--- config.mk ---
export PLATFORM = sky130hd
export DESIGN_NAME = game_move_controller
export DESIGN_NICKNAME = d
export VERILOG_FILES = /design/src/rtl/game_move_controller.sv
export SDC_FILE = /design/constraint.sdc
export NUM_CORES = 1
export LEC_CHECK = 0
export CORE_ASPECT_RATIO = 0.9
export CORE_UTILIZATION = 40
export CTS_CLUSTER_DIAMETER = 30
export DETAILED_ROUTE_END_ITERATION = 10
export GPL_TIMING_DRIVEN = 0
export MAX_ROUTING_LAYER = met4
export SETUP_SLACK_MARGIN = 0.5
export SLEW_MARGIN = 20
export SYNTH_ARGS = -nofsm -noshare
export SYNTH_HDL_FRONTEND = slang
export SYNTH_SLANG_ARGS = --single-unit
--- constraint.sdc ---
create_clock -name clk -period 5.65 [get_ports clk]
set_input_delay 0.565 -clock clk [delete_from_list [all_inputs] [get_ports clk]]
set_output_delay 0.565 -clock clk [all_outputs]
set_load 0.03 [all_outputs]
--- src/rtl/game_move_controller.sv ---
// Move sequencer for a drop-token board game: scans the requested column bottom-up
// through an external board port, writes the mover's token, and enforces turn timeouts.
module game_move_controller #(
    parameter int ROWS           = 6,
    parameter int COLS           = 7,
    parameter int TIMEOUT_CYCLES = 50_000_000
) (
    input  logic       clk,
    input  logic       reset,
    input  logic       p1_req,
    input  logic       p2_req,
    input  logic [2:0] p1_col,
    input  logic [2:0] p2_col,
    input  logic       restart,
    output logic [2:0] rd_row,
    output logic [2:0] rd_col,
    input  logic [1:0] rd_data,
    output logic       wr_en,
    output logic [2:0] wr_row,
    output logic [2:0] wr_col,
    output logic [1:0] wr_data,
    output logic       turn,
    output logic       move_done,
    output logic       move_err,
    output logic       turn_timeout,
    output logic       busy,
    output logic       board_full
);

    localparam int              TW      = (TIMEOUT_CYCLES > 1) ? $clog2(TIMEOUT_CYCLES) : 1;
    localparam logic [TW-1:0]   TLAST   = TW'(TIMEOUT_CYCLES - 1);
    localparam logic [5:0]      CELLS   = 6'(ROWS * COLS);
    localparam logic [2:0]      TOP_ROW = 3'(ROWS - 1);
    localparam logic [3:0]      NCOLS   = 4'(COLS);

    typedef enum logic [1:0] {IDLE, SCAN, WRITE, ERR} state_t;

    state_t        state_q, state_d;
    logic [2:0]    row_q, row_d;
    logic [2:0]    col_q, col_d;
    logic [5:0]    moves_q, moves_d;
    logic [TW-1:0] timer_q, timer_d;
    logic          turn_q, turn_d;
    logic          req_sel;
    logic [2:0]    col_sel;

    always_ff @(posedge clk or negedge reset) begin
        if (!reset) begin
            state_q <= IDLE;
            row_q   <= '0;
            col_q   <= '0;
            moves_q <= '0;
            timer_q <= '0;
            turn_q  <= 1'b0;
        end else begin
            state_q <= state_d;
            row_q   <= row_d;
            col_q   <= col_d;
            moves_q <= moves_d;
            timer_q <= timer_d;
            turn_q  <= turn_d;
        end
    end

    always_comb begin
        state_d      = state_q;
        row_d        = row_q;
        col_d        = col_q;
        moves_d      = moves_q;
        timer_d      = '0;
        turn_d       = turn_q;
        rd_row       = '0;
        rd_col       = '0;
        wr_en        = 1'b0;
        wr_row       = '0;
        wr_col       = '0;
        wr_data      = '0;
        move_done    = 1'b0;
        move_err     = 1'b0;
        turn_timeout = 1'b0;
        turn         = turn_q;
        busy         = (state_q != IDLE);
        board_full   = (moves_q == CELLS);
        req_sel      = turn_q ? p2_req : p1_req;
        col_sel      = turn_q ? p2_col : p1_col;

        case (state_q)
            IDLE: begin
                // Only the player on turn is heard; a live request beats a timeout.
                if (req_sel) begin
                    col_d   = col_sel;
                    row_d   = '0;
                    state_d = (({1'b0, col_sel} >= NCOLS) || board_full) ? ERR : SCAN;
                end else if (board_full) begin
                    timer_d = timer_q;
                end else if (timer_q == TLAST) begin
                    turn_timeout = 1'b1;
                    turn_d       = ~turn_q;
                end else begin
                    timer_d = timer_q + 1'b1;
                end
            end
            SCAN: begin
                rd_row = row_q;
                rd_col = col_q;
                if (rd_data == 2'b00) begin
                    state_d = WRITE;
                end else if (row_q == TOP_ROW) begin
                    state_d = ERR;
                end else begin
                    row_d = row_q + 1'b1;
                end
            end
            WRITE: begin
                wr_en     = 1'b1;
                wr_row    = row_q;
                wr_col    = col_q;
                wr_data   = turn_q ? 2'b10 : 2'b01;
                move_done = 1'b1;
                moves_d   = moves_q + 1'b1;
                turn_d    = ~turn_q;
                state_d   = IDLE;
            end
            ERR: begin
                move_err = 1'b1;
                state_d  = IDLE;
            end
            default: state_d = IDLE;
        endcase

        // Restart overrides everything, including a write already in its final cycle.
        if (restart) begin
            state_d      = IDLE;
            row_d        = '0;
            col_d        = '0;
            moves_d      = '0;
            timer_d      = '0;
            turn_d       = 1'b0;
            wr_en        = 1'b0;
            wr_row       = '0;
            wr_col       = '0;
            wr_data      = '0;
            move_done    = 1'b0;
            move_err     = 1'b0;
            turn_timeout = 1'b0;
        end
    end

endmodule

Word level (Yosys, flattened, before mapping)
Cells that the tools add are included.

$add $sub $neg: 3. $lt $le $gt $ge: 1. Equal/unequal tests: 14. Multiplexer cells: 46. Bitwise logic cells: 1. Reductions and logical operators: 14.

Operators with widths (number): $mux W26 (5); $mux W3 (14); $add A26 B1 Y26 const B (1); $eq A26 B26 Y1 const B (1); $ne A3 B3 Y1 const B (6); $mux W2 (8); $mux W1 (14); $mux W6 (2); $ne A4 B4 Y1 const B (2); $reduce_and A4 Y1 (2); $reduce_bool A2 Y1 (4); $add A6 B1 Y6 const B (1); $eq A6 B6 Y1 const B (1); $pmux W2 S3 (1); $pmux W3 S2 (1); $reduce_bool A3 Y1 (2); $eq A2 B2 Y1 const B (2); $logic_not A2 Y1 (2); $reduce_and A2 Y1 (2); $add A3 B1 Y3 const B (1); $eq A3 B3 Y1 const B (1); $ge A3 B3 Y1 const B (1); $eq A2 B1 Y1 const B (1); $pmux W1 S2 (1); 3 further kinds (3).

Register bits after elaboration: 41. Bits of input ports: 13. Output and inout bits: 21. Logic and storage cells: 85.

Longest topological paths before layout
Depth in word-level cells: 7. Gate-level depth with buffers: 9. Mapped depth without buffers: 8.

Worst setup path after synthesis
OpenSTA, ideal clock, no wires.

Path type: reg-to-output. From: reg turn_q (netlist: turn). To: out turn_timeout. Data arrival time: 2258 ps. Data required time: 5085 ps. Path slack: 2827 ps. Cell stages (with the launch flop): 6. Path buffers: 2. Path through: dfrtp_1 clkbuf_1 mux2_2 nor3_1 clkbuf_1 and3_1.

Longest elaborated chain between the ends: 4.

RTL lines: from (decl) (RTL line 43) `logic turn_q, turn_d;`; from (signal assigned) (RTL line 61) `turn_q <= turn_d;`; $mux W1 (RTL line 84) `req_sel = turn_q ? p2_req : p1_req;`; $mux W1 (RTL line 90) `if (req_sel) begin`; $mux W1 (RTL line 87) `case (state_q)`; $mux W1 (RTL line 132) `if (restart) begin`; to (decl) (RTL line 25) `output logic turn_timeout,`.

No other way between the ends.

Final worst setup path
Same ends and word-level chain as after synthesis.

==> flow_summary_export.csv <==
group,metric,value,unit
run_status,status,"finished clean",
placement,dp_cells,423,
die,num_rows,27,
critical_path,r2r_start,"turn",
clock_tree,htree_levels,2,
synth,synth-main-ff-cell,"dfrtp_1",
final_layout,fillers,601,
timing,final_hold_viol_count,0,
placement,dp_hpwl,4.70,mm
synth,synth_top_area_share,39.7,%
placement,place_congestion,0.866,
clock_tree,cts-root-buf,"clkbuf_8",
final_layout,syn2layout_area_growth,20.4,%
global_route,overflow,0,
timing,layout_min_cycle_time,3890,ps
placement,portBuffers,32,
pwr,power.total,0.595,mW
synth,netlist_area,2580,um2
clock_tree,clock_sinks,41,
final_layout,drive_gt1_share,7.27,%
final_layout,multi_input_area,1440,um2
global_route,grt_pass1_wl,11.2,mm
die,core,6180,um2
die,dieArea,6780,um2
synth,synth_xor_area_share,2.04,%
clock_tree,cts_setup_buffers,0,
pwr,p_leak,1.25,nW
global_route,grt_use_total,22.0,%
synth,synth_top_area_cell,"dfrtp_1",
die,start_util,41.8,%
global_route,grt_max_degree,25,
critical_path,crit_path_frequent_cell,"clkbuf_1",
critical_path,cpPeakStageDelay,670,ps
synth,avgSynthCellArea,8.52,um2
detailed_routing,firstDrtPassIters,5,
critical_path,criticalPathCategory,"reg2out",
clock_tree,cts_hold_buf,0,
synth,synth_seq_cells,41,
critical_path,crit_path_start_kind,"flip-flop",
run,cap_viol_max_count,0,
timing,fmax,0.257,GHz
clock_tree,cts_buffers,5,
clock_tree,cts_tree,"done",
timing,rsz0062_at_grt,"no",
synth,synth_top_family_by_area,"simple AND/OR/NAND/NOR gates",
pwr,vdd_drop_max,0.114,mV
die,ios,34,
timing,fin_setup_tns,0,ps
clock_tree,clockBufferDepth,2,
timing,setup_viol,0,
critical_path,worstPathArrival,3320,ps
critical_path,cp.buffers_inverters,3,
final_layout,stdcell_count,431,
synth,synth_compound_area_share,12.0,%
synth,ys_async_sr_fraction,100,%
global_route,grt_pass1_vias,2237,
detailed_routing,remaining_drc_errors,0,
detailed_routing,drtIter0Drc,266,
detailed_routing,wl_per_cell,15.3,um
critical_path,critPathCaptureType,"output port",
critical_path,worstPathCellList,"clkbuf_1 > mux2_2 > nor3_1 > clkbuf_1 > and3_1 > clkdlybuf4s50_1",
critical_path,required,5090,ps
critical_path,cp_top_family,"buffers and inverters",
final_layout,ff_latch_area,1030,um2
synth,synthSimpleGateAreaFrac,36.9,%
timing,fin_skew,9.34,ps
pwr,powerDensity,192,nW/um2
die,die_x,86.7,um
synth,synthAdderAreaFrac,2.42,%
die,die_h,78.2,um
critical_path,cp_max_fo,10,
synth,synthCells,303,
synth,syn-num-nets,321,
critical_path,crit_path_top_delay_cell,"clkdlybuf4s50_1",
synth,ys_warn_count,0,
detailed_routing,vias,2418,
timing,fin_crit_sh,68.8,%
synth,ys_types,49,
worst_hold_path,hp-class,"in2async",
synth,yosysSeqAreaShare,39.7,%
timing,slew-limit-headroom,21.0,%
timing,max_slew.worst_pin.slew,1170,ps
synth,synth-edff-count,0,
detailed_routing,vias_per_cell,5.61,
global_route,antenna_found_initial,0,
final_layout,nets,361,
synth,yosys-top-cells-area,"dfrtp_1, nor2_1, a21oi_1",
clock_tree,ctsResizeCount,0,
clock_tree,path_clk_slew,80,ps
clock_tree,clock_latency,300,ps
detailed_routing,antenna_left,0,
timing,drv_slew,0,
critical_path,critPathLaunch,"turn",
synth,synthMuxAreaShare,2.57,%
final_layout,antenna_cells,0,
detailed_routing,wirelength,6.60,mm
[registers in the layout (all words and copies together), names as in the netlist]
signal	cells
turn	1
timer_q	26
row_q	3
moves_q	6
col_q	3
state_q	2
[layout by cell type (no fill, tap or decap), types with 2 or more instances in the layout]
| master | synthesis | final |
|---|---|---|
| nand3_1 | 18 | 18 |
| inv_1 | 7 | 7 |
| clkbuf_8 | 0 | 5 |
| nand2b_1 | 2 | 2 |
| and2_1 | 13 | 13 |
| nand4_1 | 15 | 15 |
| a211oi_1 | 4 | 4 |
| mux2i_1 | 4 | 4 |
| or3_1 | 9 | 9 |
| clkbuf_1 | 15 | 16 |
| o21ai_1 | 3 | 3 |
| o2111ai_1 | 2 | 2 |
| nor2_1 | 31 | 31 |
| and3_1 | 5 | 5 |
| buf_2 | 2 | 3 |
| o21ai_0 | 11 | 11 |
| a21oi_1 | 22 | 22 |
| or2_2 | 2 | 2 |
| or4b_4 | 2 | 2 |
| nand4b_1 | 10 | 10 |
| ha_1 | 5 | 5 |
| xor2_1 | 5 | 5 |
| or3_2 | 2 | 2 |
| dfrtp_1 | 41 | 41 |
| nand3b_1 | 2 | 2 |
| or4_1 | 5 | 5 |
| nand2_1 | 28 | 28 |
| nor2b_1 | 9 | 9 |
| o31ai_1 | 2 | 2 |
| nor3_1 | 4 | 4 |
| a31oi_1 | 4 | 4 |
| clkinv_2 | 0 | 2 |
| clkdlybuf4s50_1 | 0 | 31 |
[stage by stage]
stage,worst slack [ps],utilization (%),area (um2),hold WS [ps]
after floorplan,2830,-,2580,269
after global placement,1900,48.7,3010,513
after detailed placement,1920,48.9,3030,522
after CTS,1720,50.3,3110,228
after global routing,1530,50.3,3110,238
final,1760,50.3,3110,202
[path summary, 6_finish.rpt]
path                           endpoint  depth (start not counted)  slack [ps]
max                        turn_timeout                          6        1760
min                          timer_q[6]                          1         200
max reg2reg                 timer_q[20]                          6        3100
min reg2reg                  timer_q[3]                          1         540
max in group asynchronous      col_q[2]                          2        4960
min in group clk             timer_q[3]                          1         540
[Yosys cell counts, types with 2 or more instances]
cell,count
inv_1,7
clkbuf_1,15
and3_1,5
nor2_1,31
o2111ai_1,2
dfrtp_1,41
nand4b_1,10
nand2_1,28
nor3_1,4
nand3b_1,2
ha_1,5
xor2_1,5
buf_2,2
nor2b_1,9
o31ai_1,2
nand4_1,15
nand2b_1,2
or3_1,9
or4b_4,2
or4_1,5
a21oi_1,22
a211oi_1,4
a31oi_1,4
nand3_1,18
o21ai_0,11
or3_2,2
or2_2,2
and2_1,13
o21ai_1,3
mux2i_1,4
[per-layer routing]
| metal | wire [um] | global-route usage (%) | up-vias |
|---|---|---|---|
| li1 | - | - | 1174 |
| met4 | 73 | 6.50 | 0 |
| met1 | 3250 | 31.1 | 1164 |
| met2 | 3000 | 32.9 | 73 |
| met3 | 279 | 2.84 | 7 |
| met5 | 0 | - | - |
[layout make-up]
cell class                 instances  share of cell area [%]
buffer                            19                    2.74
tap                               87                    3.50
inverter                           7                   0.845
clock buffer                       6                    2.33
timing repair buffer              33                    10.8
sequential                        41                    33.0
clock inverter                     2                   0.322
multi-input combinational        236                    46.5
[cells by family after synthesis]
group                    after synthesis
XOR/XNOR                               6
buffers and inverters                 26
adder cells (fa/ha/maj)                5
multiplexers                           6
AO/OA/AOI/OAI                         53
flip-flops                            41
AND/OR/NAND/NOR                      166
[power by group]
group	switching, mW	leakage (nW)	internal (mW)	total, mW
sequential	0.00764	0.567	0.301	0.309
combinational	0.0579	0.640	0.0402	0.0982
clock	0.102	0.0450	0.0857	0.188
Power figures use the tool's default switching activity.
